## src/rtl/la_eth_stream_feeder_if.sv

```systemverilog
// FIFO read port and UDP transmitter handshake seen by the stream feeder.
// master = feeder side, slave = FIFO/transmitter side.
interface la_eth_stream_feeder_if #(
    parameter int MEM_DQ_WIDTH = 32
);
    logic                      fifo_rd_en;
    logic [MEM_DQ_WIDTH*8-1:0] fifo_rd_data;
    logic                      fifo_empty;
    logic                      tx_start_en;
    logic [15:0]               tx_byte_num;
    logic                      tx_req;
    logic [7:0]                tx_data;
    logic                      tx_done;

    modport master (
        output fifo_rd_en, tx_start_en, tx_byte_num, tx_data,
        input  fifo_rd_data, fifo_empty, tx_req, tx_done
    );

    modport slave (
        input  fifo_rd_en, tx_start_en, tx_byte_num, tx_data,
        output fifo_rd_data, fifo_empty, tx_req, tx_done
    );
endinterface

```

## src/rtl/la_eth_stream_feeder.sv

```systemverilog
// Drains the logic-analyser capture FIFO and serialises its samples into
// UDP payload frames of at most PKT_BYTES bytes.
module la_eth_stream_feeder #(
    parameter int MEM_DQ_WIDTH = 32,
    parameter int PKT_BYTES    = 1024,
    parameter int IFG_CYCLES   = 16
) (
    input  logic                   clk,
    input  logic                   rst_n,
    input  logic [31:0]            sample_num,
    input  logic                   capture_done,
    la_eth_stream_feeder_if.master bus,
    output logic                   ethernet_read_done,
    output logic                   underflow
);

    // state | meaning
    // IDLE  | no capture pending, waiting for capture_done
    // START | one-cycle tx_start_en for the next frame
    // SEND  | handing payload bytes to the transmitter on tx_req
    // WAITD | frame fully handed over, waiting for tx_done
    // GAP   | inter-frame gap before the next START
    typedef enum logic [2:0] {
        S_IDLE, S_START, S_SEND, S_WAITD, S_GAP
    } state_t;

    localparam int DW     = MEM_DQ_WIDTH * 8;
    localparam int BIDX_W = $clog2(MEM_DQ_WIDTH);
    localparam int GAP_W  = (IFG_CYCLES > 1) ? $clog2(IFG_CYCLES) : 1;
    localparam int WL_W   = 27;
    localparam logic [BIDX_W-1:0] BIDX_LAST = BIDX_W'(MEM_DQ_WIDTH - 1);
    localparam logic [GAP_W-1:0]  GAP_LOAD  = GAP_W'(IFG_CYCLES - 1);
    localparam logic [31:0]       PKT_MAX   = 32'(PKT_BYTES);

    state_t            state, state_nxt;
    logic [31:0]       remaining;
    logic [WL_W-1:0]   words_left;
    logic [DW-1:0]     cur_word, nxt_word, cur_word_n, nxt_word_n;
    logic              cur_vld, nxt_vld, cur_vld_n, nxt_vld_n;
    logic [BIDX_W-1:0] bidx;
    logic [15:0]       fcnt, byte_num;
    logic [GAP_W-1:0]  gap_cnt;
    logic              rd_pend;
    logic              cap_go, consume, wrap, last_byte;
    logic              frame_done, all_sent, gap_end, rd_issue;

    function automatic logic [15:0] frame_len(input logic [31:0] left);
        return (left > PKT_MAX) ? PKT_MAX[15:0] : left[15:0];
    endfunction

    always_comb begin
        cap_go     = (state == S_IDLE) && capture_done && (sample_num != 32'd0);
        consume    = (state == S_SEND) && bus.tx_req;
        wrap       = consume && (bidx == BIDX_LAST);
        last_byte  = consume && ((fcnt + 16'd1) == byte_num);
        frame_done = (state == S_WAITD) && bus.tx_done;
        all_sent   = frame_done && (remaining == {16'd0, byte_num});
        gap_end    = (state == S_GAP) && (gap_cnt == '0);
        // one read in flight at most, so a returning word always finds a free slot
        rd_issue   = (state != S_IDLE) && (words_left != '0) && !bus.fifo_empty &&
                     !rd_pend && (!cur_vld || !nxt_vld);

        state_nxt = state;
        case (state)
            S_IDLE:  if (cap_go)     state_nxt = S_START;
            S_START:                 state_nxt = S_SEND;
            S_SEND:  if (last_byte)  state_nxt = S_WAITD;
            S_WAITD: if (frame_done) state_nxt = all_sent ? S_IDLE : S_GAP;
            S_GAP:   if (gap_end)    state_nxt = S_START;
            default:                 state_nxt = S_IDLE;
        endcase
    end

    // Shift first, then land the returning word in the oldest free slot.
    always_comb begin
        cur_word_n = cur_word;
        cur_vld_n  = cur_vld;
        nxt_word_n = nxt_word;
        nxt_vld_n  = nxt_vld;
        if (wrap) begin
            cur_word_n = nxt_word;
            cur_vld_n  = nxt_vld;
            nxt_vld_n  = 1'b0;
        end
        if (rd_pend) begin
            if (!cur_vld_n) begin
                cur_word_n = bus.fifo_rd_data;
                cur_vld_n  = 1'b1;
            end else begin
                nxt_word_n = bus.fifo_rd_data;
                nxt_vld_n  = 1'b1;
            end
        end
        if (all_sent) begin
            cur_vld_n = 1'b0;
            nxt_vld_n = 1'b0;
        end
    end

    always_ff @(posedge clk or negedge rst_n) begin
        if (!rst_n) state <= S_IDLE;
        else        state <= state_nxt;
    end

    always_ff @(posedge clk or negedge rst_n) begin
        if (!rst_n) begin
            remaining          <= '0;
            words_left         <= '0;
            cur_word           <= '0;
            nxt_word           <= '0;
            cur_vld            <= 1'b0;
            nxt_vld            <= 1'b0;
            bidx               <= '0;
            fcnt               <= '0;
            byte_num           <= '0;
            gap_cnt            <= '0;
            rd_pend            <= 1'b0;
            underflow          <= 1'b0;
            ethernet_read_done <= 1'b1;
        end else begin
            cur_word <= cur_word_n;
            cur_vld  <= cur_vld_n;
            nxt_word <= nxt_word_n;
            nxt_vld  <= nxt_vld_n;
            rd_pend  <= rd_issue && !all_sent;

            if (cap_go) begin
                remaining          <= sample_num;
                words_left         <= WL_W'(({1'b0, sample_num} + 33'(MEM_DQ_WIDTH - 1)) /
                                            33'(MEM_DQ_WIDTH));
                byte_num           <= frame_len(sample_num);
                ethernet_read_done <= 1'b0;
            end else begin
                if (rd_issue)   words_left <= words_left - WL_W'(1);
                if (frame_done) remaining  <= remaining - {16'd0, byte_num};
                // remaining already reflects the previous frame by the end of the gap
                if (gap_end)    byte_num   <= frame_len(remaining);
                if (all_sent)   ethernet_read_done <= 1'b1;
            end

            if (state == S_START) fcnt <= '0;
            else if (consume)     fcnt <= fcnt + 16'd1;

            if (all_sent)     bidx <= '0;
            else if (consume) bidx <= wrap ? '0 : bidx + BIDX_W'(1);

            if (frame_done && !all_sent)             gap_cnt <= GAP_LOAD;
            else if (state == S_GAP && gap_cnt != '0) gap_cnt <= gap_cnt - GAP_W'(1);

            if (consume && !cur_vld) underflow <= 1'b1;
        end
    end

    assign bus.fifo_rd_en  = rd_issue;
    assign bus.tx_start_en = (state == S_START);
    assign bus.tx_byte_num = byte_num;
    assign bus.tx_data     = cur_vld ? cur_word[{bidx, 3'b000} +: 8] : 8'h00;

endmodule

```

## src/flat_wrapper.sv

```systemverilog
// flat-port wrapper written by rule: the top's interface ports become plain ports
module la_eth_stream_feeder_flat 
#(
    parameter int MEM_DQ_WIDTH = 32,
    parameter int PKT_BYTES    = 1024,
    parameter int IFG_CYCLES   = 16
)
  (clk, rst_n, sample_num, capture_done, ethernet_read_done, underflow, bus_fifo_rd_en, bus_tx_start_en, bus_tx_byte_num, bus_tx_data, bus_fifo_rd_data, bus_fifo_empty, bus_tx_req, bus_tx_done);
  la_eth_stream_feeder_if #(.MEM_DQ_WIDTH(MEM_DQ_WIDTH)) bus_i ();
  input  logic clk;
  input  logic rst_n;
  input  logic [31:0] sample_num;
  input  logic capture_done;
  output logic ethernet_read_done;
  output logic underflow;
  output wire logic [$bits(bus_i.fifo_rd_en)-1:0] bus_fifo_rd_en;
  output wire logic [$bits(bus_i.tx_start_en)-1:0] bus_tx_start_en;
  output wire logic [$bits(bus_i.tx_byte_num)-1:0] bus_tx_byte_num;
  output wire logic [$bits(bus_i.tx_data)-1:0] bus_tx_data;
  input wire logic [$bits(bus_i.fifo_rd_data)-1:0] bus_fifo_rd_data;
  input wire logic [$bits(bus_i.fifo_empty)-1:0] bus_fifo_empty;
  input wire logic [$bits(bus_i.tx_req)-1:0] bus_tx_req;
  input wire logic [$bits(bus_i.tx_done)-1:0] bus_tx_done;
  assign bus_fifo_rd_en = bus_i.fifo_rd_en;
  assign bus_tx_start_en = bus_i.tx_start_en;
  assign bus_tx_byte_num = bus_i.tx_byte_num;
  assign bus_tx_data = bus_i.tx_data;
  assign bus_i.fifo_rd_data = bus_fifo_rd_data;
  assign bus_i.fifo_empty = bus_fifo_empty;
  assign bus_i.tx_req = bus_tx_req;
  assign bus_i.tx_done = bus_tx_done;
  la_eth_stream_feeder #(.MEM_DQ_WIDTH(MEM_DQ_WIDTH), .PKT_BYTES(PKT_BYTES), .IFG_CYCLES(IFG_CYCLES)) u_core (.clk(clk), .rst_n(rst_n), .sample_num(sample_num), .capture_done(capture_done), .bus(bus_i), .ethernet_read_done(ethernet_read_done), .underflow(underflow));
endmodule
```

## config.mk

```make
export PLATFORM = sky130hd
export DESIGN_NAME = la_eth_stream_feeder_flat
export DESIGN_NICKNAME = d
export VERILOG_FILES = /design/src/rtl/la_eth_stream_feeder_if.sv /design/src/rtl/la_eth_stream_feeder.sv /design/src/flat_wrapper.sv
export SDC_FILE = /design/constraint.sdc
export NUM_CORES = 1
export LEC_CHECK = 0
export BUFFER_PORTS_ARGS = -buffer_cell sky130_fd_sc_hd__buf_2
export CELL_PAD_IN_SITES_DETAIL_PLACEMENT = 0
export CELL_PAD_IN_SITES_GLOBAL_PLACEMENT = 1
export CORE_AREA = 5 5 263 265
export DETAILED_ROUTE_END_ITERATION = 10
export DIE_AREA = 0 0 268 270
export GPL_ROUTABILITY_DRIVEN = 0
export PLACE_DENSITY = 0.8
export SETUP_SLACK_MARGIN = 0.02
export SLEW_MARGIN = 0
export SYNTH_ARGS = -nofsm -noshare
export SYNTH_HDL_FRONTEND = slang
export SYNTH_SLANG_ARGS = --single-unit
```

## constraint.sdc

```tcl
create_clock -name clk -period 4.5 [get_ports clk]
set_clock_uncertainty 0.2 [all_clocks]
set_input_delay 0 -clock clk [delete_from_list [all_inputs] [get_ports clk]]
set_output_delay 0 -clock clk [all_outputs]
set_load 0.02 [all_outputs]
```

==> flow_summary.toml, run 1 <==
[cts]
clock-sinks = 620
clk_pin_slew_ns = 0.06
ctsLongestPathBuffers = 3
numCtsBuffers = 72
h-tree-depth = 3
cts-root-buf = "clkbuf_16"
clk_latency_ns = 0.62
tritoncts = "built"

[yosys]
ys.flop_type = "dfrtp_1"
ys_seq_elements = 620
synth_cell_types = 74
synth_edf_count = 0
synthesis.nets = 3321
synthTopCellsByArea = "dfrtp_1 51%, mux2_2 9.5%, nand2_1 7.6%"
synthTopCellsByCount = "619 x dfrtp_1, 612 x nand2_1, 335 x nor2_1"
yosys_warnings = 0
synthArstFlopShare = 1.00
yosysTopAreaCell = "dfrtp_1"
seq_area_frac_synth = 0.514
syn_area_mm2 = 0.0302
syn_avg_cell_area_um2 = 10.1
netlist.area_leader.share = 0.513
synth.most_common_cell = "dfrtp_1"
synthCells = 3004

[sta]
whs_ns = 0.0241
max_freq_ghz = 0.247
worst_slew_pin_slew_ns = 1.10
post-route-period-util = 0.898
maxSlewHeadroom = 0.266
setup_tns_ns = 0
setup_viol = 0
fin_crit_ns = 4.04
drv_slew = 0
rsz0062_at_grt = "no"
hold_viol_final = 0

[critical_path]
critPathMaxStageDelay_ns = 0.55
cp_max_fo = 8
critPathTopFamily = "simple AND/OR/NAND/NOR gates"
cp_cell_sequence = "inv_1 > ha_1 > inv_1 > fa_1 > a211oi_1 > o21bai_1 > nor4_1 > nor3b_1 > or3_1 > o2bb2ai_1 > a221o_1 > dlygate4sd3_1"
r2r-end = "u_core.remaining[30]"
crit_slowest_cell = "dlygate4sd3_1"
crit_required_ns = 4.78
rrSetupSlack_ns = 0.46
r2r_cells = 12
arrival_ns = 4.32
critPathCaptureType = "register"
cpMostUsedCell = "inv_1"
r2r-start = "u_core.remaining[0]"
startpoint_type = "register"
critPathKind = "reg -> reg"
cp_num_buf_inv = 3

[floorplanning]
core_area_mm2 = 0.0666
die_area_mm2 = 0.0724
io_pins = 322
initial_core_util = 0.454
rows = 95
die_h_um = 270
die_x_um = 268

[global_route]
grtUsageTotal = 0.259
grt_pass1_vias = 27100
grt_overflow = 0
antenna_found_initial = 10
grt_start_max_net_pins = 134
grt_pass1_wl_mm = 151

[finish]
fillers = 5416
drive_gt1_frac = 0.209
synthToLayoutAreaGrowth_pct = 32.0
nets = 4042
stdcell_count = 4662
stdcell_area_mm2 = 0.0399

[routing]
wl_per_cell_um = 20.6
drc = 0
wirelength_mm = 96.2
drtAntennaViolNets = 0
via_per_inst = 5.71
via_count = 26600
firstDrtPassIters = 6
drt_iter0_drc = 2771

[status]
outcome = "finished clean"

[job]
maxCapViolations = 0

[min_path]
hold_path_startpoint = "bus_fifo_rd_data[25]"
whs_endpoint = "u_core.nxt_word[25]"
min_path_cells = 3
hold_path_class = "in -> reg"

[power_and_ir_drop]
p_leak_nw = 17.3
vdd_drop_max_mv = 0.416
p_per_area_mw_per_mm2 = 504
p_total_mw = 20.1

[placement]
port_buffers = 321
place_area_mm2 = 0.0326
place_inst = 4027
dp_hpwl_mm = 58.7
## worst max path at each step
| stage | from | endpoint | slack, ns | cells past startpoint |
|---|---|---|---|---|
| 2_1_floorplan | u_core.bus.tx_byte_num[0] | u_core.remaining[18] | 1.27 | 11 |
| 3_3_place_gp | u_core.remaining[0] | u_core.remaining[18] | 0.98 | 11 |
| 3_5_place_dp | u_core.remaining[0] | u_core.remaining[18] | 1.03 | 11 |
| 4_1_cts | u_core.remaining[0] | u_core.remaining[30] | 0.52 | 12 |
| 5_1_grt | u_core.remaining[0] | u_core.remaining[30] | 0.18 | 12 |
| 6_report | u_core.remaining[0] | u_core.remaining[30] | 0.46 | 12 |
## flip-flops by register name (all words and copies together), names as in the netlist
signal / count
u_core.bidx: 5
u_core.bus.tx_byte_num: 16
u_core.cur_vld: 1
u_core.cur_word: 256
u_core.ethernet_read_done: 1
u_core.fcnt: 16
u_core.gap_cnt: 4
u_core.nxt_vld: 1
u_core.nxt_word: 256
u_core.rd_pend: 1
u_core.remaining: 32
u_core.state: 3
u_core.underflow: 1
u_core.words_left: 27
## power breakdown
group,internal (mW),switching (mW),leakage [nW]
combinational,2.98,3.20,8.20
sequential,7.13,1.05,7.97
clock,3.33,2.41,1.15
total,13.4,6.66,17.3
## layout make-up
type | count | area (um2) | area share
timing repair buffer | 856 | 7080 | 0.178
sequential | 620 | 15500 | 0.389
clock buffer | 100 | 2060 | 0.0516
antenna | 11 | 27.5 | 0.000690
multi-input combinational | 2148 | 13800 | 0.345
tap | 873 | 1090 | 0.0274
clock inverter | 27 | 240 | 0.00602
inverter | 27 | 104 | 0.00260
## metrics by stage
step / setup WS [ns] / utilization
4_1_cts: 0.516 / 0.599
3_3_place_gp: 0.983 / 0.489
6_report: 0.458 / 0.599
3_5_place_dp: 1.03 / 0.489
2_1_floorplan: 1.27 / -
5_1_grt: 0.182 / 0.599
## layout by cell type, fill, tap and decap left out, types with 22 or more instances in the layout
cell	Yosys	layout
mux2_2	256	256
xor2_1	37	37
dlygate4sd3_1	0	496
nand2_1	612	610
buf_2	62	320
o221ai_1	36	36
a21oi_1	56	56
clkbuf_16	0	73
a31oi_1	265	265
mux2i_1	75	75
a22oi_1	26	26
dfrtp_1	619	617
mux4_2	32	32
nor3_1	25	25
xnor2_1	44	44
ha_1	22	22
nor2_1	335	334
buf_4	0	23
nand3_1	32	32
o21ai_0	58	58
inv_1	26	26
## layer usage
layer	GRT usage	share of wire
met3	0.0475	0.066
met5	0	0.00057
met4	0.0861	0.034
met2	0.427	0.48
met1	0.347	0.42
## worst reg2reg max path: cells and delay by family (launching register included)
kind	cells	cell delay [ns]
AND/OR/NAND/NOR	3	1.06
AO/OA/AOI/OAI	4	0.96
buffers and inverters	3	0.69
adder cells (fa/ha/maj)	2	0.59
flip-flops	1	0.42
## repair_timing
action / CTS / global route
setup buffers: 0 / 0
endpoints found under the hold margin: 1181 / 0
hold buffers: 497 / 0
gates resized for setup: 0 / 0
## cells by family after synthesis
logic type | share of synthesized area
compound gates | 0.118
xor+xnor | 0.0235
fa+ha+maj | 0.00977
buf+inv | 0.0325
flops | 0.514
mux | 0.144
simple gates | 0.158
Power figures use the tool's default switching activity.
==> inputs of run 2 (changes only) <==
--- a/config.mk
+++ b/config.mk
@@ -5,14 +5,17 @@
 export SDC_FILE = /design/constraint.sdc
 export NUM_CORES = 1
 export LEC_CHECK = 0
+export ABC_AREA = 1
 export BUFFER_PORTS_ARGS = -buffer_cell sky130_fd_sc_hd__buf_2
 export CELL_PAD_IN_SITES_DETAIL_PLACEMENT = 0
 export CELL_PAD_IN_SITES_GLOBAL_PLACEMENT = 1
-export CORE_AREA = 5 5 263 265
+export CORE_AREA = 5 5 271 273
+export CTS_CLUSTER_SIZE = 16
 export DETAILED_ROUTE_END_ITERATION = 10
-export DIE_AREA = 0 0 268 270
+export DIE_AREA = 0 0 276 278
 export GPL_ROUTABILITY_DRIVEN = 0
-export PLACE_DENSITY = 0.8
+export MAX_ROUTING_LAYER = met4
+export PLACE_DENSITY = 0.82
 export SETUP_SLACK_MARGIN = 0.02
 export SLEW_MARGIN = 0
 export SYNTH_ARGS = -nofsm -noshare
==> flow_summary.toml, run 2 <==
[yosys]
ys.flop_type = "dfrtp_1"
synth.most_common_cell = "nand2_1"
seq_area_frac_synth = 0.481
yosys_warnings = 0
syn_area_mm2 = 0.0323
synthesis.nets = 4013
syn_avg_cell_area_um2 = 8.74
netlist.area_leader.share = 0.480
synthArstFlopShare = 1.00
synthTopCellsByArea = "dfrtp_1 48%, nand2_1 9.9%, mux2_4 9.1%"
synthCells = 3696
yosysTopAreaCell = "dfrtp_1"
synthTopCellsByCount = "853 x nand2_1, 619 x dfrtp_1, 581 x nor2_1"
synth_edf_count = 0
synth_cell_types = 47
ys_seq_elements = 620

[cts]
cts-root-buf = "clkbuf_16"
tritoncts = "built"
clock-sinks = 620
clk_pin_slew_ns = 0.06
cts_resized = 0
clk_latency_ns = 0.62
h-tree-depth = 3
ctsLongestPathBuffers = 3
numCtsBuffers = 73

[global_route]
grtUsageTotal = 0.289
grt_overflow = 0
grt_pass1_wl_mm = 174
grt_pass1_vias = 30200
antenna_found_initial = 14
grt_start_max_net_pins = 132

[routing]
drc = 0
firstDrtPassIters = 8
drt_iter0_drc = 2560
wirelength_mm = 111
via_count = 30100
via_per_inst = 5.51
wl_per_cell_um = 20.4
drtAntennaViolNets = 0

[finish]
nets = 4749
final_util = 0.597
synthToLayoutAreaGrowth_pct = 31.0
fillers = 6114
stdcell_area_mm2 = 0.0423
drive_gt1_frac = 0.163
final_common_cell = "nand2_1"
final_cell_mix = "853 x nand2_1, 617 x dfrtp_1, 581 x nor2_1"
top_regs = "u_core.cur_word x256, u_core.nxt_word x256, u_core.remaining x32"

[sta]
post-route-period-util = 0.851
rsz0062_at_grt = "no"
maxSlewHeadroom = 0.287
fin_crit_ns = 3.83
setup_viol = 0
max_freq_ghz = 0.261
worst_slew_pin_slew_ns = 1.07
setup_tns_ns = 0
hold_viol_final = 0
drv_slew = 0

[critical_path]
cp_max_fo = 131
critPathMaxStageDelay_ns = 0.57
critPathCaptureType = "output pin"
crit_slowest_cell = "o22ai_1"
rrSetupSlack_ns = 1.13
critPathKind = "reg -> out"
startpoint_type = "register"
crit_required_ns = 4.30
r2r_cells = 8
arrival_ns = 3.63
cp_cell_sequence = "buf_12 > inv_4 > buf_12 > o21ai_0 > o22ai_1 > nor2_1 > o22ai_1 > o21ai_0 > nor2_1 > buf_2"
r2r-end = "u_core.nxt_word[18]"
r2r-start = "u_core.bidx[2]"

[placement]
place_area_mm2 = 0.0345
port_buffers = 321
dp_hpwl_mm = 67.7

[power_and_ir_drop]
p_per_area_mw_per_mm2 = 558
p_leak_nw = 19.9
vdd_drop_max_mv = 0.345

[min_path]
hold_path_class = "in -> reg"
whs_endpoint = "u_core.cur_word[236]"
min_path_cells = 4
hold_path_startpoint = "bus_fifo_rd_data[236]"

[job]
maxCapViolations = 0

[floorplanning]
die_h_um = 278
die_area_mm2 = 0.0767
io_pins = 322
core_area_mm2 = 0.0709
initial_core_util = 0.456
die_x_um = 276
rows = 98

[status]
outcome = "finished clean"
## run 2: final cells by class
class	instances	area (um2)	area share
clock inverter	27	380	0.00899
timing repair buffer	884	7350	0.174
tap	950	1190	0.0281
clock buffer	107	2170	0.0513
antenna	13	32.5	0.000769
multi-input combinational	2662	14900	0.353
inverter	191	737	0.0174
sequential	620	15500	0.367
## run 2: metrics by stage
step	total power [mW]	hold WS (ns)	std cells	setup slack (ns)
floorplan	14.5	-0.496	3696	2.01
global placement	16.6	-0.0878	4788	1.20
detailed placement	16.8	-0.0949	4788	1.19
CTS	23.5	0.00000561	5441	0.739
global route	24.9	0.0140	5453	0.549
finish	23.6	0.0183	5454	0.670
## run 2: layer usage
metal	part of all wire	vias to the layer above	wire length, um	track usage
met1	0.43	14800	48300	0.383
met4	0.031	0	3430	0.0955
met2	0.48	1148	52900	0.462
li1	-	14000	-	-
met3	0.059	197	6530	0.0419
met5	0	-	0	-
## run 2: cells by family after synthesis
kind of cell,count (synthesis),synth area share
multiplexers,256,0.112
AO/OA/AOI/OAI,674,0.123
flip-flops,620,0.481
buffers and inverters,414,0.0577
AND/OR/NAND/NOR,1665,0.206
adder cells (fa/ha/maj),23,0.00915
XOR/XNOR,44,0.0119
## run 2: worst max path at each step
stage,start,end,slack (ns),cells after the start
3_5_place_dp,u_core.bidx[2],u_core.nxt_word[18],1.19,8
4_1_cts,u_core.bidx[0],bus_tx_data[7],0.74,10
5_1_grt,u_core.bidx[0],bus_tx_data[7],0.55,10
6_report,u_core.bidx[0],bus_tx_data[7],0.67,10
2_1_floorplan,u_core.bidx[2],u_core.nxt_word[105],2.01,12
3_3_place_gp,u_core.bidx[2],u_core.nxt_word[255],1.20,8
## run 2: report_power, final
| part | switching (mW) | internal, mW | leakage [nW] |
|---|---|---|---|
| clock | 2.50 | 3.77 | 1.24 |
| combinational | 3.95 | 3.80 | 11.4 |
| sequential | 1.54 | 8.04 | 7.31 |
| total | 7.98 | 15.6 | 19.9 |
## run 2: what timing repair did
item / CTS / global route
hold endpoints to repair: 1194 / 0
setup buffers: 0 / 0
hold buffers: 519 / 0
## run 2: worst max-delay path, delay by kind of cell (launching register included)
| kind | cells | cell delay (ns) |
|---|---|---|
| compound gates | 4 | 1.01 |
| buf+inv | 4 | 1.20 |
| simple gates | 2 | 0.22 |
| flops | 1 | 0.49 |
